[src/rtl/axi_ddr_pkg.sv]
// rtl/axi_ddr_pkg.sv - shared constants, FSM encoding and helpers for the DDR write scheduler
//
// Purpose : common definitions for axi_wr_sched and wr_addr_gen.
// Contents: ADDR_W (byte address width), AXI_WIDTH_DEF / BYTES_PER_BEAT,
//           wr_state_t (arbiter FSM states), burst_bytes() (bytes in one burst).

package axi_ddr_pkg;

  localparam int ADDR_W         = 29;
  localparam int AXI_WIDTH_DEF  = 256;
  localparam int BYTES_PER_BEAT = AXI_WIDTH_DEF / 8;

  typedef enum logic [1:0] {
    ST_IDLE  = 2'd0,
    ST_START = 2'd1,
    ST_WAIT  = 2'd2
  } wr_state_t;

  // Bytes covered by one burst of AWLEN 'len' (beats = len + 1), one bit wider
  // than the address so the pointer advance can never wrap silently.
  function automatic logic [ADDR_W:0] burst_bytes(input logic [7:0] len, input int bpb);
    logic [ADDR_W:0] beats;
    beats       = (ADDR_W + 1)'({1'b0, len} + 9'd1);
    burst_bytes = beats * (ADDR_W + 1)'(bpb);
  endfunction

endpackage

[src/rtl/wr_addr_gen.sv]
// rtl/wr_addr_gen.sv - per-channel frame pointer, ping-pong bank and deferred frame load
//
// Purpose : tracks where the next burst of one camera channel goes.
// Ports   : clk, rst         - clock, asynchronous active-high reset
//           beg_addr/end_addr - frame window (end exclusive)
//           burst_len         - AWLEN of each burst
//           pingpang          - toggle bank on every frame wrap
//           load              - frame-sync pulse
//           granted           - this channel currently owns the write master
//           advance           - burst of this channel completed this cycle
//           ptr, bank         - current frame pointer and bank

module wr_addr_gen
  import axi_ddr_pkg::*;
#(
  parameter int BYTES = BYTES_PER_BEAT
) (
  input  logic              clk,
  input  logic              rst,
  input  logic [ADDR_W-1:0] beg_addr,
  input  logic [ADDR_W-1:0] end_addr,
  input  logic [7:0]        burst_len,
  input  logic              pingpang,
  input  logic              load,
  input  logic              granted,
  input  logic              advance,
  output logic [ADDR_W-1:0] ptr,
  output logic              bank
);

  logic            pend_load;
  logic [ADDR_W:0] next_ptr;

  assign next_ptr = {1'b0, ptr} + burst_bytes(burst_len, BYTES);

  always_ff @(posedge clk or posedge rst) begin
    if (rst) begin
      ptr       <= '0;
      bank      <= 1'b0;
      pend_load <= 1'b0;
    end else if (advance) begin
      pend_load <= 1'b0;
      // A frame sync seen during (or at the end of) the burst restarts the
      // frame and takes priority over the normal increment/wrap.
      if (load || pend_load) begin
        ptr  <= beg_addr;
        bank <= 1'b0;
      end else if (next_ptr >= {1'b0, end_addr}) begin
        ptr <= beg_addr;
        if (pingpang) begin
          bank <= ~bank;
        end
      end else begin
        ptr <= next_ptr[ADDR_W-1:0];
      end
    end else if (load) begin
      // The in-flight burst address must not move, so defer the load.
      if (granted) begin
        pend_load <= 1'b1;
      end else begin
        ptr  <= beg_addr;
        bank <= 1'b0;
      end
    end
  end

endmodule

[src/rtl/axi_wr_sched.sv]
// rtl/axi_wr_sched.sv - round-robin two-channel write burst scheduler for the DDR AXI master
//
// Purpose : shares one AXI write master between write FIFO 1 and 2, generating
//           burst address/length and steering FIFO read enables.
// Ports   : clk, rst                     - ui_clk, asynchronous active-high reset
//           wr_enable, pingpang          - global enable, ping-pong bank mode
//           wr_beg_addr_1/2, wr_end_addr_1/2 - frame windows
//           wr_burst_len                 - AWLEN (beats - 1)
//           wr_load_1/2                  - frame-sync pulses
//           fifo_cnt_1/2                 - FIFO read-side fill counts
//           axi_wr_ready, axi_writing, axi_wr_done - master status
//           axi_wr_start, axi_wr_addr, axi_wr_len  - burst request
//           wr_grant                     - one-hot owner
//           fifo_rd_en_1/2               - FIFO read enables
//           wr_bank_1/2                  - bank currently written
//           busy                         - grant until burst done

module axi_wr_sched
  import axi_ddr_pkg::*;
#(
  parameter int                AXI_WIDTH   = AXI_WIDTH_DEF,
  parameter int                CNT_W       = 10,
  parameter logic [ADDR_W-1:0] BANK_OFFSET = 29'h100_0000
) (
  input  logic              clk,
  input  logic              rst,
  input  logic              wr_enable,
  input  logic              pingpang,
  input  logic [ADDR_W-1:0] wr_beg_addr_1,
  input  logic [ADDR_W-1:0] wr_end_addr_1,
  input  logic [ADDR_W-1:0] wr_beg_addr_2,
  input  logic [ADDR_W-1:0] wr_end_addr_2,
  input  logic [7:0]        wr_burst_len,
  input  logic              wr_load_1,
  input  logic              wr_load_2,
  input  logic [CNT_W-1:0]  fifo_cnt_1,
  input  logic [CNT_W-1:0]  fifo_cnt_2,
  input  logic              axi_wr_ready,
  input  logic              axi_writing,
  input  logic              axi_wr_done,
  output logic              axi_wr_start,
  output logic [ADDR_W-1:0] axi_wr_addr,
  output logic [7:0]        axi_wr_len,
  output logic [1:0]        wr_grant,
  output logic              fifo_rd_en_1,
  output logic              fifo_rd_en_2,
  output logic              wr_bank_1,
  output logic              wr_bank_2,
  output logic              busy
);

  wr_state_t         state;
  logic              rr_last;   // 1 = channel 2 was served last
  logic [8:0]        need;
  logic              req_1;
  logic              req_2;
  logic              sel_2;
  logic [ADDR_W-1:0] ptr_1;
  logic [ADDR_W-1:0] ptr_2;
  logic [ADDR_W-1:0] addr_1;
  logic [ADDR_W-1:0] addr_2;
  logic              advance_1;
  logic              advance_2;

  // Beat count is formed at 9 bits so AWLEN = 255 asks for 256 words.
  assign need  = {1'b0, wr_burst_len} + 9'd1;
  assign req_1 = wr_enable & ({9'd0, fifo_cnt_1} >= {{CNT_W{1'b0}}, need});
  assign req_2 = wr_enable & ({9'd0, fifo_cnt_2} >= {{CNT_W{1'b0}}, need});

  // Channel 2 wins when it is the only requester, or both request and
  // channel 1 was served last.
  assign sel_2 = req_2 & (~req_1 | ~rr_last);

  assign addr_1 = ptr_1 + (wr_bank_1 ? BANK_OFFSET : '0);
  assign addr_2 = ptr_2 + (wr_bank_2 ? BANK_OFFSET : '0);

  assign advance_1 = (state == ST_WAIT) & axi_wr_done & wr_grant[0];
  assign advance_2 = (state == ST_WAIT) & axi_wr_done & wr_grant[1];

  assign fifo_rd_en_1 = axi_writing & wr_grant[0];
  assign fifo_rd_en_2 = axi_writing & wr_grant[1];

  wr_addr_gen #(.BYTES(AXI_WIDTH / 8)) u_gen_1 (
    .clk       (clk),
    .rst       (rst),
    .beg_addr  (wr_beg_addr_1),
    .end_addr  (wr_end_addr_1),
    .burst_len (wr_burst_len),
    .pingpang  (pingpang),
    .load      (wr_load_1),
    .granted   (wr_grant[0]),
    .advance   (advance_1),
    .ptr       (ptr_1),
    .bank      (wr_bank_1)
  );

  wr_addr_gen #(.BYTES(AXI_WIDTH / 8)) u_gen_2 (
    .clk       (clk),
    .rst       (rst),
    .beg_addr  (wr_beg_addr_2),
    .end_addr  (wr_end_addr_2),
    .burst_len (wr_burst_len),
    .pingpang  (pingpang),
    .load      (wr_load_2),
    .granted   (wr_grant[1]),
    .advance   (advance_2),
    .ptr       (ptr_2),
    .bank      (wr_bank_2)
  );

  // Address, length and grant are registered one cycle before the start
  // pulse becomes visible, so they are stable when the master samples them.
  always_ff @(posedge clk or posedge rst) begin
    if (rst) begin
      state        <= ST_IDLE;
      rr_last      <= 1'b1;
      wr_grant     <= 2'b00;
      axi_wr_start <= 1'b0;
      axi_wr_addr  <= '0;
      axi_wr_len   <= '0;
      busy         <= 1'b0;
    end else begin
      case (state)
        ST_IDLE: begin
          axi_wr_start <= 1'b0;
          if ((req_1 | req_2) & axi_wr_ready) begin
            wr_grant    <= sel_2 ? 2'b10 : 2'b01;
            axi_wr_addr <= sel_2 ? addr_2 : addr_1;
            axi_wr_len  <= wr_burst_len;
            busy        <= 1'b1;
            state       <= ST_START;
          end
        end
        ST_START: begin
          axi_wr_start <= 1'b1;
          state        <= ST_WAIT;
        end
        ST_WAIT: begin
          axi_wr_start <= 1'b0;
          if (axi_wr_done) begin
            rr_last  <= wr_grant[1];
            wr_grant <= 2'b00;
            busy     <= 1'b0;
            state    <= ST_IDLE;
          end
        end
        default: begin
          axi_wr_start <= 1'b0;
          wr_grant     <= 2'b00;
          busy         <= 1'b0;
          state        <= ST_IDLE;
        end
      endcase
    end
  end

endmodule
[config.mk]
export PLATFORM = sky130hd
export DESIGN_NAME = axi_wr_sched
export DESIGN_NICKNAME = d
export VERILOG_FILES = /design/src/rtl/axi_ddr_pkg.sv /design/src/rtl/wr_addr_gen.sv /design/src/rtl/axi_wr_sched.sv
export SDC_FILE = /design/constraint.sdc
export NUM_CORES = 1
export LEC_CHECK = 0
export ABC_AREA = 1
export BUFFER_PORTS_ARGS = -buffer_cell sky130_fd_sc_hd__buf_4
export CELL_PAD_IN_SITES_DETAIL_PLACEMENT = 1
export CELL_PAD_IN_SITES_GLOBAL_PLACEMENT = 1
export CORE_UTILIZATION = 35
export DETAILED_ROUTE_END_ITERATION = 6
export PLACE_DENSITY_LB_ADDON = 0.2
export SLEW_MARGIN = 10
export SYNTH_ARGS = -nofsm -noshare
export SYNTH_HDL_FRONTEND = slang
export SYNTH_SLANG_ARGS = --single-unit
[constraint.sdc]
create_clock -name clk -period 3.7 [get_ports clk]
set_input_delay 1.11 -clock clk [delete_from_list [all_inputs] [get_ports clk]]
set_output_delay 1.11 -clock clk [all_outputs]
set_load 0.02 [all_outputs]
==> out/results.txt <==
Initial Util -> 0.355
CTS root buffer -> clkbuf_16
Critical path peak fanout -> 8
Total gr overflow -> 0
Clock sink count -> 106
Met2 WL post-DR -> 19.8 mm
Pwr dens -> 613 mW/mm^2
Synthesized area per cell -> 6.67 um^2
Crit path top cell by count -> nand2_1
Die width -> 167 um
First-pass GRT wire length -> 60.9 mm
Yosys reg bits -> 106
Worst setup EP type -> flop
Post-synthesis cell count -> 1430
Final Max Tran Viols -> 0
DR top layer -> met4
Maximum vdd ir drop -> 276 uV
Die area -> 0.0279 mm^2
Status -> finished with violations
Antenna violations before repair -> 0
Setup TNS Final -> -58.84 ns
Fillers -> 3388
Crit path launch -> wr_burst_len[1]
Via/cell ratio -> 5.15
Netlist cell types -> 43
Post-route clock period utilization -> 1.29
Routed WL per cell -> 18.2 um
CP max stage cell -> ha_4
Hold Crit Class -> flop to flop
Clock Path Buffers -> 2
Crit start category -> primary input
Largest net degree at the start of global routing -> 107
Final hold violation count -> 0
Final nets -> 2022
Worst-path clk slew -> 0.08 ns
Synth warn -> 0
Max_slew headroom -> 0.393
DR DRC count -> 0
Die Span Y -> 167 um
FF/Latch Area -> 0.00265 mm^2
Reg2reg start -> u_gen_1.ptr[5]
Total leakage power -> 7.81 nW
Number of max-cap violations -> 0
Row cnt -> 60
GRT Overall Usage -> 0.276
Port Buf Inserts -> 197
Metal1 wirelength -> 16.7 mm
Failing checks -> negative setup slack
CTS tree -> built
Total number of vias -> 10876
Synthesized area -> 0.00954 mm^2
Ant diodes -> 0
Hold buffer count at cts -> 0
Post-route ant nets -> 0
Critical path arrival -> 5.08 ns
Final number of setup-violating endpoints -> 60
1st-iter DRT viols -> 504
CTS buffer count -> 9
Share of cells above drive strength 1 -> 0.346
Drt total wl -> 38.4 mm
Multi-input gate area -> 0.00706 mm^2
Core outline area -> 0.0269 mm^2
Ports -> 198
HP Start -> axi_wr_addr[13]
Syn_nets -> 1686
DRT Pass-1 Iters -> 4
Register area share after synthesis -> 0.278
Measured slew at the worst slew-check pin -> 0.911 ns
Gp weighted congestion -> 0.894
Worst Skew -> 0.0158 ns
CP Data Required Time -> 4.01 ns
DP HPWL -> 28.9 mm
Vias in the first global route -> 11510
Finished Core Util -> 0.536
Met3 wire len -> 1.02 mm
Min Tclk post-route -> 4.77 ns
Max Fclk -> 0.210 GHz
CP max stage delay -> 0.29 ns
Area delta synth->final -> 51.0%
RSZ-0062 raised after global routing -> true
Worst Setup Slack, final -> -1.07 ns
H-tree level count -> 3
Skew-Pair Late Insertion Delay -> 0.38 ns
WS Path Type -> primary input to flop
metal layers:
metal  track usage  vias up
li1              -     5256
met1         0.348     5362
met2         0.500      208
met3        0.0259       50
met4        0.0733        0
met5             0        -
path summary, 6_finish.rpt:
check	slack (ns)	end	depth (start not counted)
setup / recovery	-1.07	u_gen_2.ptr[21]	34
hold / removal	0.49	axi_wr_addr[13]	2
setup reg to reg	-0.13	u_gen_1.ptr[27]	23
hold reg to reg	0.49	axi_wr_addr[13]	2
max in group asynchronous	2.27	u_gen_1.ptr[18]	3
min in group asynchronous	0.88	axi_wr_len[0]	3
report_power, final:
group | total [W] | switching [W] | internal [W]
Combinational | 0.00557 | 0.00315 | 0.00243
Clock | 0.00105 | 0.000557 | 0.000491
Sequential | 0.00221 | 0.000613 | 0.00160
Total | 0.00883 | 0.00432 | 0.00451
stage by stage:
stage | std cells | total power (W) | hold slack [ns] | setup WS, ns | cell area [um^2]
3_3_place_gp | 2064 | 0.00673 | 0.458 | -1.52 | 12600
3_5_place_dp | 2064 | 0.00689 | 0.470 | -1.74 | 12600
6_report | 2112 | 0.00883 | 0.486 | -1.07 | 14400
2_1_floorplan | 1430 | 0.00469 | 0.448 | -0.646 | 9740
5_1_grt | 2112 | 0.00946 | 0.507 | -1.37 | 14400
4_1_cts | 2105 | 0.00846 | 0.492 | -0.889 | 13900
registers in the layout, summed over array words and instances (netlist names):
signal	count
u_gen_1.ptr	29
axi_wr_addr	29
axi_wr_len	8
rr_last	1
wr_grant	2
u_gen_1.bank	1
axi_wr_start	1
u_gen_2.pend_load	1
u_gen_2.ptr	29
u_gen_1.pend_load	1
state	2
u_gen_2.bank	1
busy	1
worst max-delay path, delay by kind of cell:
family	cells	cell delay, ns
simple gates	23	2.19
buf+inv	6	0.71
xor+xnor	2	0.45
compound gates	1	0.11
fa+ha+maj	2	0.51
cell usage in the layout, fill, tap and decap left out, types with 13 or more instances in the layout:
| cell type | count |
|---|---|
| nand3_1 | 103 |
| o21ai_0 | 21 |
| buf_4 | 341 |
| nand2_1 | 437 |
| nand2_2 | 42 |
| nor2_1 | 43 |
| a21oi_1 | 27 |
| nand3_2 | 41 |
| a21oi_2 | 13 |
| buf_12 | 14 |
| xor2_1 | 19 |
| buf_6 | 14 |
| ha_1 | 81 |
| inv_2 | 15 |
| dfrtp_1 | 105 |
| nor3_1 | 16 |
| inv_1 | 203 |
| nand4_1 | 66 |
| ha_4 | 20 |
| nand2_4 | 19 |
synthesized netlist by cell type:
| cell type | instances | area [um^2] |
|---|---|---|
| dfrtp_1 | 105 | 2630 |
| a21oi_2 | 2 | 17.5 |
| nand3b_1 | 6 | 45.0 |
| buf_1 | 4 | 15.0 |
| o211ai_1 | 3 | 22.5 |
| o2111ai_1 | 2 | 17.5 |
| nor2_8 | 1 | 20.0 |
| nand3_4 | 1 | 17.5 |
| nor4_1 | 1 | 6.26 |
| o21a_1 | 5 | 37.5 |
| or2_2 | 3 | 18.8 |
| nor3_1 | 19 | 95.1 |
| o21ai_0 | 25 | 125 |
| xor2_1 | 34 | 298 |
| o21ai_1 | 5 | 25.0 |
| a21boi_1 | 1 | 7.51 |
| and2_1 | 2 | 12.5 |
| nor3_2 | 1 | 10.0 |
| nor2_1 | 58 | 218 |
| clkbuf_1 | 9 | 33.8 |
| nor2_4 | 2 | 22.5 |
| nor3b_1 | 1 | 7.51 |
| nor4_2 | 1 | 12.5 |
| o21bai_1 | 4 | 30.0 |
| buf_2 | 24 | 120 |
| a21oi_1 | 42 | 210 |
| dfstp_2 | 1 | 26.3 |
| a21o_1 | 3 | 22.5 |
| a21boi_0 | 2 | 15.0 |
| nand4_1 | 66 | 413 |
| ha_1 | 101 | 1260 |
| nor3_4 | 2 | 32.5 |
| inv_2 | 4 | 15.0 |
| nand4_2 | 1 | 12.5 |
| inv_1 | 217 | 815 |
| nand3_1 | 152 | 761 |
| buf_6 | 4 | 45.0 |
| fa_1 | 2 | 40.0 |
| nand2_1 | 496 | 1860 |
| nand3_2 | 1 | 10.0 |
| xnor2_1 | 6 | 52.6 |
| buf_4 | 8 | 60.1 |
| nand2_2 | 3 | 18.8 |
layout make-up:
| class | count | share of cell area |
|---|---|---|
| inverters | 221 | 0.0582 |
| clock buffers | 9 | 0.0156 |
| repair buffers | 374 | 0.215 |
| flip-flops and latches | 106 | 0.184 |
| clock inverters | 7 | 0.00634 |
| multi-input cells | 1054 | 0.491 |
| well taps | 341 | 0.0296 |
logic make-up after synthesis:
logic type,count (synthesis),synth area share
AOI/OAI and AO/OA,94,0.0556
DFF,106,0.278
adders and majority gates,103,0.137
buffers and inverters,270,0.116
and+or+nand+nor,817,0.377
xor gates and xnor gates,40,0.0367
timing repair:
action	CTS	global route
gates resized for setup	152	101
cloned	3	0
buffers inserted	25	10
pin swaps	65	51
setup endpoints to repair	60	98
(Power assumes the default switching activity.)
